$ cat src/rtl/video_timing_pkg.sv
// video_timing_pkg: default 640x480@60 timing constants shared by the sync generator
package video_timing_pkg;
  localparam int VGA_H_ACTIVE = 640;
  localparam int VGA_H_FP     = 16;
  localparam int VGA_H_SYNC   = 96;
  localparam int VGA_H_BP     = 48;
  localparam int VGA_V_ACTIVE = 480;
  localparam int VGA_V_FP     = 10;
  localparam int VGA_V_SYNC   = 2;
  localparam int VGA_V_BP     = 33;
  localparam bit VGA_HS_POL   = 1'b0;
  localparam bit VGA_VS_POL   = 1'b0;
  localparam int VGA_CLK_DIV  = 4;
  localparam int VGA_PIPE     = 2;
  localparam int VGA_CNT_W    = 10;
  localparam int VGA_FRAME_W  = 16;
endpackage

$ cat src/rtl/video_timing_gen_axis.sv
// timing_axis_counter: one timing axis (count, wrap event, active and sync decode)
module timing_axis_counter #(
  parameter int ACTIVE = 640,
  parameter int FP     = 16,
  parameter int SYNC   = 96,
  parameter int BP     = 48,
  parameter bit POL    = 1'b0,
  parameter int CNT_W  = 10
)(
  input  logic             clk,
  input  logic             clrn,
  input  logic             en,
  output logic [CNT_W-1:0] cnt,
  output logic [CNT_W-1:0] cnt_nxt,
  output logic             wrap,
  output logic             active,
  output logic             sync
);
  localparam int TOTAL = ACTIVE + FP + SYNC + BP;
  localparam logic [CNT_W-1:0] LAST    = CNT_W'(TOTAL - 1);
  localparam logic [CNT_W-1:0] ACT_END = CNT_W'(ACTIVE);
  localparam logic [CNT_W-1:0] SYNC_LO = CNT_W'(ACTIVE + FP);
  localparam logic [CNT_W-1:0] SYNC_HI = CNT_W'(ACTIVE + FP + SYNC);
  if (ACTIVE < 1 || FP < 1 || SYNC < 1 || BP < 1) begin : g_bad_len
    $error("timing_axis_counter: every interval must be at least 1");
  end
  if (TOTAL > (1 << CNT_W)) begin : g_bad_width
    $error("timing_axis_counter: total does not fit in CNT_W");
  end
  // wrap marks the enabled step that returns the count to 0
  assign wrap    = en && cnt == LAST;
  assign cnt_nxt = en ? (wrap ? '0 : cnt + 1'b1) : cnt;
  // count plus decode registered together so all three stay aligned
  always_ff @(posedge clk or negedge clrn) begin
    if (!clrn) begin
      cnt    <= '0;
      active <= 1'b0;
      sync   <= ~POL;
    end else begin
      cnt    <= cnt_nxt;
      active <= cnt_nxt < ACT_END;
      sync   <= (cnt_nxt >= SYNC_LO && cnt_nxt < SYNC_HI) ? POL : ~POL;
    end
  end
endmodule

$ cat src/rtl/video_timing_gen.sv
// video_timing_gen: VGA sync, lookahead request coordinates, delayed display coordinates and frame pacing
module video_timing_gen
  import video_timing_pkg::*;
#(
  parameter int H_ACTIVE = VGA_H_ACTIVE,
  parameter int H_FP     = VGA_H_FP,
  parameter int H_SYNC   = VGA_H_SYNC,
  parameter int H_BP     = VGA_H_BP,
  parameter int V_ACTIVE = VGA_V_ACTIVE,
  parameter int V_FP     = VGA_V_FP,
  parameter int V_SYNC   = VGA_V_SYNC,
  parameter int V_BP     = VGA_V_BP,
  parameter bit HS_POL   = VGA_HS_POL,
  parameter bit VS_POL   = VGA_VS_POL,
  parameter int CLK_DIV  = VGA_CLK_DIV,
  parameter int PIPE     = VGA_PIPE,
  parameter int CNT_W    = VGA_CNT_W,
  parameter int FRAME_W  = VGA_FRAME_W
)(
  input  logic               clk,
  input  logic               clrn,
  output logic               pix_ce,
  output logic [CNT_W-1:0]   req_col,
  output logic [CNT_W-1:0]   req_row,
  output logic               req_valid,
  output logic               hsync,
  output logic               vsync,
  output logic               in_screen,
  output logic [CNT_W-1:0]   col,
  output logic [CNT_W-1:0]   row,
  output logic               frame_start,
  output logic               vblank_start,
  output logic [FRAME_W-1:0] frame_cnt
);
  localparam int DW = CLK_DIV > 1 ? $clog2(CLK_DIV) : 1;
  localparam logic [DW-1:0] DIV_LAST = DW'(CLK_DIV - 1);
  localparam logic [CNT_W-1:0] VB_ROW = CNT_W'(V_ACTIVE);
  localparam int SW = 3 + 2 * CNT_W;
  localparam logic [SW-1:0] IDLE = {~HS_POL, ~VS_POL, 1'b0, {2 * CNT_W{1'b0}}};
  if (CLK_DIV < 1) begin : g_bad_div
    $error("video_timing_gen: CLK_DIV must be >= 1");
  end
  if (PIPE < 0 || PIPE > 7) begin : g_bad_pipe
    $error("video_timing_gen: PIPE must be 0..7");
  end
  logic [DW-1:0]    div_cnt, div_nxt;
  logic             pce_nxt, fs_nxt, vb_nxt, first_frame;
  logic [CNT_W-1:0] h_nxt, v_nxt;
  logic             h_wrap, v_wrap, h_act, v_act, h_sync, v_sync;
  logic [SW-1:0]    raw, tail;
  timing_axis_counter #(
    .ACTIVE(H_ACTIVE), .FP(H_FP), .SYNC(H_SYNC), .BP(H_BP), .POL(HS_POL), .CNT_W(CNT_W)
  ) u_h (
    .clk(clk), .clrn(clrn), .en(pix_ce), .cnt(req_col), .cnt_nxt(h_nxt),
    .wrap(h_wrap), .active(h_act), .sync(h_sync)
  );
  timing_axis_counter #(
    .ACTIVE(V_ACTIVE), .FP(V_FP), .SYNC(V_SYNC), .BP(V_BP), .POL(VS_POL), .CNT_W(CNT_W)
  ) u_v (
    .clk(clk), .clrn(clrn), .en(pix_ce && h_wrap), .cnt(req_row), .cnt_nxt(v_nxt),
    .wrap(v_wrap), .active(v_act), .sync(v_sync)
  );
  assign req_valid = h_act && v_act;
  assign raw = {h_sync, v_sync, req_valid, req_col, req_row};
  // pulses are registered one clk early so they coincide with the pix_ce they describe;
  // the counters only move on a pix_ce, so (0,0) next cycle means a frame wrap now or already sitting at (0,0)
  always_comb begin
    div_nxt = div_cnt == DIV_LAST ? '0 : div_cnt + 1'b1;
    pce_nxt = div_nxt == DIV_LAST;
    fs_nxt  = pce_nxt && (pix_ce ? v_wrap : (req_col == '0 && req_row == '0));
    vb_nxt  = pce_nxt && h_nxt == '0 && v_nxt == VB_ROW;
  end
  // divider, pulses and completed-frame counter; first frame after reset is not counted
  always_ff @(posedge clk or negedge clrn) begin
    if (!clrn) begin
      div_cnt      <= '0;
      pix_ce       <= 1'b0;
      frame_start  <= 1'b0;
      vblank_start <= 1'b0;
      frame_cnt    <= '0;
      first_frame  <= 1'b1;
    end else begin
      div_cnt      <= div_nxt;
      pix_ce       <= pce_nxt;
      frame_start  <= fs_nxt;
      vblank_start <= vb_nxt;
      if (fs_nxt) begin
        first_frame <= 1'b0;
        if (!first_frame) frame_cnt <= frame_cnt + 1'b1;
      end
    end
  end
  if (PIPE == 0) begin : g_nopipe
    assign tail = raw;
  end else begin : g_pipe
    logic [SW-1:0] stage [PIPE];
    // display delay line, advanced one pixel per pix_ce
    always_ff @(posedge clk or negedge clrn) begin
      if (!clrn) begin
        for (int i = 0; i < PIPE; i++) stage[i] <= IDLE;
      end else if (pix_ce) begin
        stage[0] <= raw;
        for (int i = 1; i < PIPE; i++) stage[i] <= stage[i-1];
      end
    end
    assign tail = stage[PIPE-1];
  end
  assign {hsync, vsync, in_screen, col, row} = tail;
endmodule

$ cat config.mk
export PLATFORM = sky130hd
export DESIGN_NAME = video_timing_gen
export DESIGN_NICKNAME = d
export VERILOG_FILES = /design/src/rtl/video_timing_pkg.sv /design/src/rtl/video_timing_gen_axis.sv /design/src/rtl/video_timing_gen.sv
export SDC_FILE = /design/constraint.sdc
export NUM_CORES = 1
export LEC_CHECK = 0
export BUFFER_PORTS_ARGS = -buffer_cell sky130_fd_sc_hd__buf_2
export CORE_UTILIZATION = 55
export DETAILED_ROUTE_END_ITERATION = 10
export PLACE_DENSITY = 0.84
export SLEW_MARGIN = 25
export SYNTH_ARGS = -nofsm -noshare
export SYNTH_HDL_FRONTEND = slang
export SYNTH_HIERARCHICAL = 1
export SYNTH_SLANG_ARGS = --single-unit
$ cat constraint.sdc
create_clock -name clk -period 3.5 [get_ports clk]
set_input_delay 0.7 -clock clk [delete_from_list [all_inputs] [get_ports clk]]
set_output_delay 0.7 -clock clk [all_outputs]
set_load 0.01 [all_outputs]
==> flow_summary.toml, run 1 <==
[routing]
wirelength_um = 8082
routed-via-count = 2861
first_iter_violations = 165
vias_per_cell = 5.665
first_pass_iters = 4
wl_per_cell_um = 16.00
drcViolationCount = 0
detail-route-antenna-nets = 0

[clock_network]
cts.repair.resized = 0
clock_sinks = 92
cts_made_buffers = 9
clk_latency_ns = 0.35
path_clk_slew_ns = 0.08
htreeDepth = 3
root_buffer = "clkbuf_8"
cts_hold_buf = 0
cts_tree = "yes"
clockBufferDepth = 2

[grt]
grt_pass1_vias = 2801
grt-ovfl-total = 0
grt_util_all_layers_pct = 21.43
grt_pass1_wl_um = 13790
grt_max_degree = 70
antenna_found_initial = 0

[worst_setup_path]
path_delay_family = "simple AND/OR/NAND/NOR gates"
critPathCaptureType = "register"
cpPeakStageDelay_ns = 0.67
worst-path-buf-inv = 0
r2r_start = "u_h/cnt[0]"
crit_path_start_kind = "register"
r2r_setup_slack_ns = 0.34
reg2reg_depth = 9
crit_path_max_fanout = 9
crit_slowest_cell = "or4b_2"
worstSetupPathType = "reg2reg"
path_cells = "ha_1 -> nand4b_1 -> nor4_2 -> and2_1 -> nand3_4 -> nor3_4 -> nor2_1 -> or4b_2 -> nor4_1"
worstReg2RegEnd = "vblank_start"
cp.required_ns = 3.75
critPathArrivalTime_ns = 3.41

[power]
p_switching_mw = 0.3770
pwr-share-comb_pct = 1.1
p_int_mw = 1.490
swShare_pct = 20.19
p_clk_share_pct = 42.0
peakVddDrop_uv = 214.8
power_density_mw_per_mm2 = 385.6
pwr-share-seq_pct = 56.9
leakage_nw = 2.273

[finish]
final_common_cell = "dfrtp_1"
layout_common_cells = "dfrtp_1, buf_2, mux2_2, nor2_1, xnor2_1"
fin_area_mm2 = 0.004842
drive_above_1_share_pct = 40.89
diodes = 0
area_delta_synth_final_pct = 12.66
fin_nets = 409

[floorplanning]
dieWidth_um = 90.40
die_area_mm2 = 0.008172
io_pins = 65
start_util_pct = 58.01
die_y_um = 90.40
row_count = 31
fp.coreArea_mm2 = 0.007408

[timing]
setup_viol = 0
max_freq_mhz = 316.3
worst_pin_slew_ns = 0.8422
finalCriticalPeriod_ns = 3.162
hold_viol = 0
period_share_pct = 90.34
rsz0062_at_grt = "false"
clock_skew_ns = 0.01456
report.final.slew_viol_count = 0
maxSlewHeadroom_pct = 43.86
finalSetupTns_ns = 0

[logic_synthesis]
synthCells = 346
synth-async-reset-ratio_pct = 100.0
ys_types = 58
ys.flop_type = "dfrtp_1"
synthesis.area_per_instance_um2 = 12.42
syn_area_mm2 = 0.004298
ys_ff_latch = 92
seq_area_frac_synth_pct = 53.77
syn_nets = 354
synth_edf_count = 0
yosysWarnings = 6

[place]
gp_congestion = 0.9550
place_area_mm2 = 0.004596
io_buffers = 64
dpl.hpwl_um = 5630

[job]
max-cap-violations = 0

[hold_path]
hold_path_class = "in2async"

[status]
status = "completed"
## metal layers
| metal | vias to the layer above | track usage, % | share of wire (%) |
|---|---|---|---|
| li1 | 1327 | - | - |
| met1 | 1417 | 29.02 | 45 |
| met2 | 103 | 34.54 | 48 |
| met3 | 14 | 4.461 | 5.6 |
| met4 | 0 | 7.258 | 1.7 |
| met5 | - | 0 | 0 |
## sequential cells by signal, summed over array words and instances (netlist names), 2 cells and up
signal	cells
u_h/cnt	10
div_cnt	2
u_v/cnt	10
g_pipe.stage	23
frame_cnt	16
tail	23
## per-stage QoR
| step | setup WS (ns) | utilization, % | hold WS (ns) | instances | total power, mW |
|---|---|---|---|---|---|
| 2_1_floorplan | 0.5809 | - | 0.4044 | 346 | 1.083 |
| 5_1_grt | 0.02979 | 65.36 | 0.4885 | 505 | 1.925 |
| 3_5_place_dp | 0.2338 | 62.03 | 0.4420 | 488 | 1.106 |
| 6_report | 0.3380 | 65.36 | 0.4472 | 505 | 1.867 |
| 3_3_place_gp | 0.3638 | 62.03 | 0.4341 | 488 | 1.106 |
| 4_1_cts | 0.2087 | 65.09 | 0.4526 | 504 | 1.882 |
## worst max-delay path by stage
stage | cells past startpoint | start | end | slack (ns)
floorplan | 13 | u_h/cnt[0] | frame_cnt[13] | 0.58
global placement | 10 | u_h/cnt[0] | frame_cnt[1] | 0.36
detailed placement | 10 | u_h/cnt[0] | frame_cnt[1] | 0.23
CTS | 10 | u_h/cnt[0] | frame_cnt[1] | 0.21
global route | 9 | u_h/cnt[0] | vblank_start | 0.03
finish | 9 | u_h/cnt[0] | vblank_start | 0.34
## Yosys cell counts, drive strengths merged, types with 6 or more instances
master  number  area share [%]
dfrtp       85              49
mux2        48              13
buf         27             4.7
nor2        23             2.1
xnor2       19             4.0
nand4       18             3.4
nand2       17             1.5
nand3       17             2.5
xor2         9             1.8
inv          8            0.70
nor4         8             1.7
dfstp        7             4.3
and2         6            0.93
ha           6             1.7
nor3         6            0.96
o21ai        6            0.70
## cell type report
class	instances	area, µm²
fill	575	2566
tap	99	123.9
clock inverter	5	85.08
multi-input combinational	217	1747
clock buffer	11	141.4
timing repair buffer	73	402.9
inverter	8	30.03
sequential	92	2312
## power by group through the flow
stage | sequential (mW) | combinational, mW | clock (mW)
after global placement | 1.08 | 0.0226 | 0
final | 1.06 | 0.0214 | 0.784
after global routing | 1.06 | 0.0268 | 0.836
after detailed placement | 1.08 | 0.0230 | 0
after CTS | 1.06 | 0.0231 | 0.797
after floorplan | 1.08 | 0.000000740 | 0
## cells by family after synthesis
kind of cell,count (synthesis),share of synthesized area [%]
adder cells (fa/ha/maj),6,1.747
buffers and inverters,37,5.589
flip-flops,92,53.77
AO/OA/AOI/OAI,20,3.494
XOR/XNOR,28,5.881
AND/OR/NAND/NOR,114,16.71
multiplexers,49,12.81
## timing repair
| action | 4_1_cts | 5_1_grt |
|---|---|---|
| buffers inserted | 0 | 1 |
| hold endpoints to repair | 0 | 0 |
| endpoints found under the setup margin | 0 | 10 |
Power figures use the tool's default switching activity.
==> run 2, diff against run 1 <==
Settings changed: CORE_ASPECT_RATIO from default to 1.1, SLEW_MARGIN 25 to 20.
Clock period 3.5 ns to 3.2 ns, I/O delays scaled along.
==> run 2 against run 1 <==
Global-route usage increased by 0.071 points. Combinational power rose by 15%. Maximum frequency increased by 6.7%. Routed wire length up 1.5%. Critical path type unchanged.
==> flow_summary.toml, run 2 (synthesis results as in run 1) <==
[finish]
fillers = 618
layout_common_cells = "dfrtp_1, buf_2, mux2_2, nor2_1, xnor2_1"
area_delta_synth_final_pct = 12.72
fin_area_mm2 = 0.004845
postLayoutCoreUtil_pct = 64.47
final_cells = 515
fin_nets = 413
drive_above_1_share_pct = 42.68
diodes = 0
final_common_cell = "dfrtp_1"

[clock_network]
clockBufferDepth = 2
path_clk_slew_ns = 0.09
clk_latency_ns = 0.36
cts_made_buffers = 9
cts_hold_buf = 0
root_buffer = "clkbuf_8"
clock_sinks = 92
cts_tree = "yes"
htreeDepth = 3

[worst_setup_path]
cp.required_ns = 3.47
critPathMostFrequentCell = "nor4_2"
crit_path_max_fanout = 8
r2r_start = "u_h/cnt[0]"
r2r_setup_slack_ns = 0.24
critPathCaptureType = "register"
worst-path-buf-inv = 1
worstSetupPathType = "reg2reg"
critPathArrivalTime_ns = 3.23
worstReg2RegEnd = "vblank_start"
reg2reg_depth = 10
path_delay_family = "simple AND/OR/NAND/NOR gates"
crit_path_start_kind = "register"
path_cells = "ha_2 -> nand4b_1 -> nor4_2 -> and2_4 -> buf_4 -> nand4_1 -> nor2_1 -> xor2_1 -> or4b_2 -> nor4_2"
crit_slowest_cell = "or4b_2"
cpPeakStageDelay_ns = 0.64

[routing]
first_pass_iters = 4
wl_per_cell_um = 15.93
vias_per_cell = 5.497
wirelength_um = 8203
detail-route-antenna-nets = 0
first_iter_violations = 163
routed-via-count = 2831
drcViolationCount = 0

[power]
peakVddDrop_uv = 227.9
leakage_nw = 2.264
power_density_mw_per_mm2 = 390.5

[timing]
worst_pin_slew_ns = 0.6569
finalWorstSetupSlack_ns = 0.2360
maxSlewHeadroom_pct = 56.21
finalSetupTns_ns = 0
report.final.slew_viol_count = 0
setup_viol = 0
max_freq_mhz = 337.4
period_share_pct = 92.63
hold_viol = 0
clock_skew_ns = 0.01038
finalCriticalPeriod_ns = 2.964

[floorplanning]
fp.coreArea_mm2 = 0.007515
io_pins = 65
die_y_um = 94.71
row_count = 33
dieWidth_um = 86.29
start_util_pct = 57.19
die_area_mm2 = 0.008172

[place]
io_buffers = 64
dp_cells = 499
place_area_mm2 = 0.004653
place_ws_ns = 0.1372
gp_congestion = 0.9169
dpl.hpwl_um = 5627

[grt]
antenna_found_initial = 0
grt_pass1_vias = 2806
grt_pass1_wl_um = 13430
grt-ovfl-total = 0
grt_max_degree = 93
grt_util_all_layers_pct = 21.50

[hold_path]
hold_path_class = "in2async"

[job]
max-cap-violations = 0

[status]
status = "completed"
run 2: cell count changes in the layout (fill, tap and decap cells not counted), sizes merged:
cell and delta:
clkinvlp +2, bufinv -2, buf +4
run 2: how the worst max path moves through the flow:
| stage | to | slack, ns | startpoint | cells past startpoint |
|---|---|---|---|---|
| floorplan | frame_cnt[13] | 0.28 | u_h/cnt[0] | 13 |
| global placement | frame_cnt[1] | 0.27 | u_h/cnt[0] | 10 |
| detailed placement | vblank_start | 0.14 | u_h/cnt[0] | 10 |
| CTS | vblank_start | 0.09 | u_h/cnt[0] | 10 |
| global route | vblank_start | -0.02 | u_h/cnt[1] | 10 |
| finish | vblank_start | 0.24 | u_h/cnt[0] | 10 |
run 2: power by group:
group / internal [mW] / switching (mW)
clock: 0.305 / 0.400
combinational: 0.00336 / 0.0213
sequential: 1.16 / 0
total: 1.47 / 0.422
run 2: area by class of cell:
class | instances | area (µm²) | area share, %
multi-input combinational | 217 | 1758 | 36.29
timing repair buffer | 77 | 432.9 | 8.936
sequential | 92 | 2315 | 47.78
tap | 105 | 131.4 | 2.712
clock inverter | 5 | 36.28 | 0.7490
inverter | 8 | 30.03 | 0.6198
clock buffer | 11 | 141.4 | 2.918
run 2: through the flow:
stage | hold WS (ns) | total power [mW]
3_3_place_gp | 0.4336 | 1.211
5_1_grt | 0.3517 | 1.954
6_report | 0.3093 | 1.892
3_5_place_dp | 0.4505 | 1.211
4_1_cts | 0.3305 | 1.914
2_1_floorplan | 0.3444 | 1.185
run 2: routing by layer:
layer,GRT usage (%),share of wire (%)
met1,27.70,44
met2,34.99,49
met3,5.507,5.5
met4,8.333,2.3
met5,0,0
run 2: what timing repair did:
action,in CTS,in global routing
buffers inserted,0,0
endpoints found under the setup margin,0,16
resized for setup,0,5
==> run 3, diff against run 2 <==
Settings changed: BUFFER_PORTS_ARGS -buffer_cell sky130_fd_sc_hd__buf_2 to -buffer_cell sky130_fd_sc_hd__clkbuf_2, SLEW_MARGIN 20 to 10.
==> run 3 against run 2 <==
Maximum frequency down 0.41%. Clock power down 2%. Die area unchanged. Via count up 1.4%. Routed wire length down 0.61%. Sequential share of layout area about the same. Sequential cell count unchanged. Register-to-register slack about the same. Cell count up 0.19%. Clock skew down 0.0017 ns. Hold slack worse by 0.050 ns. Sequential power about the same. Critical endpoint unchanged.
==> flow_summary.toml, run 3 (synthesis results as in run 1) <==
[status]
status = "completed"

[timing]
finalWorstSetupSlack_ns = 0.2238
finalSetupTns_ns = 0
report.final.slew_viol_count = 0
finalCriticalPeriod_ns = 2.976
setup_viol = 0
maxSlewHeadroom_pct = 54.85
worst_pin_slew_ns = 0.6773
hold_viol = 0
rsz0062_at_grt = "false"
clock_skew_ns = 0.008689
max_freq_mhz = 336.0
period_share_pct = 93.01

[clock_network]
clk_latency_ns = 0.34
root_buffer = "clkbuf_8"
cts_tree = "yes"
clockBufferDepth = 2
clock_sinks = 92
cts.repair.resized = 0
cts_hold_buf = 0
cts_made_buffers = 9
htreeDepth = 3
path_clk_slew_ns = 0.09
cts_setup_buffers = 0

[job]
max-cap-violations = 0

[grt]
grt_max_degree = 57
grt_util_all_layers_pct = 22.13
antenna_found_initial = 0
grt_pass1_wl_um = 13750
grt-ovfl-total = 0
grt_pass1_vias = 2766

[worst_setup_path]
crit_path_max_fanout = 8
worstSetupPathType = "reg2reg"
crit_path_start_kind = "register"
path_cells = "ha_2 -> nand4b_1 -> nor4_2 -> and2_2 -> nand3_4 -> nor3_4 -> nor2_1 -> or4b_2 -> nor4_1"
critPathArrivalTime_ns = 3.23
crit_slowest_cell = "or4b_2"
cpPeakStageDelay_ns = 0.70
critPathCaptureType = "register"
cp.required_ns = 3.45

[finish]
layout_common_cells = "dfrtp_1, clkbuf_2, mux2_2, nor2_1, xnor2_1"
fin_area_mm2 = 0.004843
fillers = 614
seq_area_mm2 = 0.002312
diodes = 0
multi_input_area_mm2 = 0.001750
fin_nets = 414
drive_above_1_share_pct = 42.09
final_common_cell = "dfrtp_1"
area_delta_synth_final_pct = 12.69

[power]
swShare_pct = 21.75
pwr-share-seq_pct = 61.8
leakage_nw = 2.236
pwr-share-comb_pct = 1.4
p_clk_share_pct = 36.8
peakVddDrop_uv = 315.9
p_int_mw = 1.471
p_switching_mw = 0.4089
power_density_mw_per_mm2 = 388.1

[place]
io_buffers = 64
place_ws_ns = 0.1109
gp_congestion = 0.9949
dpl.hpwl_um = 5797
place_area_mm2 = 0.004661

[routing]
drcViolationCount = 0
first_iter_violations = 170
vias_per_cell = 5.562
wl_per_cell_um = 15.80
wirelength_um = 8153
first_pass_iters = 5
detail-route-antenna-nets = 0
routed-via-count = 2870

[floorplanning]
io_pins = 65
die_area_mm2 = 0.008172
die_y_um = 94.71
fp.coreArea_mm2 = 0.007515
row_count = 33
dieWidth_um = 86.29
start_util_pct = 57.19

[hold_path]
hold_path_class = "in2async"
## run 3: power by group through the flow
stage / logic (mW) / registers, mW / clock network (mW)
floorplan: 0.000000740 / 1.19 / 0
global placement: 0.0270 / 1.18 / 0
detailed placement: 0.0277 / 1.18 / 0
CTS: 0.0277 / 1.16 / 0.724
global route: 0.0311 / 1.16 / 0.765
finish: 0.0260 / 1.16 / 0.692
## run 3: routing by layer
metal / up-vias / track usage, % / wire [µm]
met4: 0 / 7.222 / 109
li1: 1330 / - / -
met3: 10 / 5.332 / 382
met2: 89 / 36.11 / 4048
met5: - / 0 / 0
met1: 1441 / 29.21 / 3612
## run 3: metrics by stage
stage	util [%]	hold slack, ns	power [mW]	cells
floorplan	-	0.3444	1.185	346
global placement	62.02	0.4337	1.212	500
detailed placement	62.02	0.4551	1.212	500
CTS	64.40	0.2529	1.913	516
global route	64.45	0.2731	1.958	516
finish	64.45	0.2593	1.880	516
## run 3: area by class of cell
type                            instances  area share, %
Inverter                                8         0.6200
Timing Repair Buffer                   78          9.093
Clock inverter                          5         0.7750
Multi-Input combinational cell        217          36.14
Tap cell                              105          2.712
Clock buffer                           11          2.919
Sequential cell                        92          47.74
## run 3: final timing paths
check	slack [ns]	to	start	depth (start not counted)
min in group clk	0.46	div_cnt[0]	div_cnt[0]	1
max in group asynchronous	2.24	tail[22]	clrn	2
worst min-delay path	0.26	tail[16]	clrn	1
worst min register to register	0.46	div_cnt[0]	div_cnt[0]	1
worst max-delay path	0.22	vblank_start	u_h/cnt[0]	9
worst max register to register	0.22	vblank_start	u_h/cnt[0]	9
## run 3: worst max-delay path: cells and delay by family, from the launching register on
kind	cells	cell delay (ns)
and+or+nand+nor	8	2.13
DFF	1	0.47
adders and majority gates	1	0.28
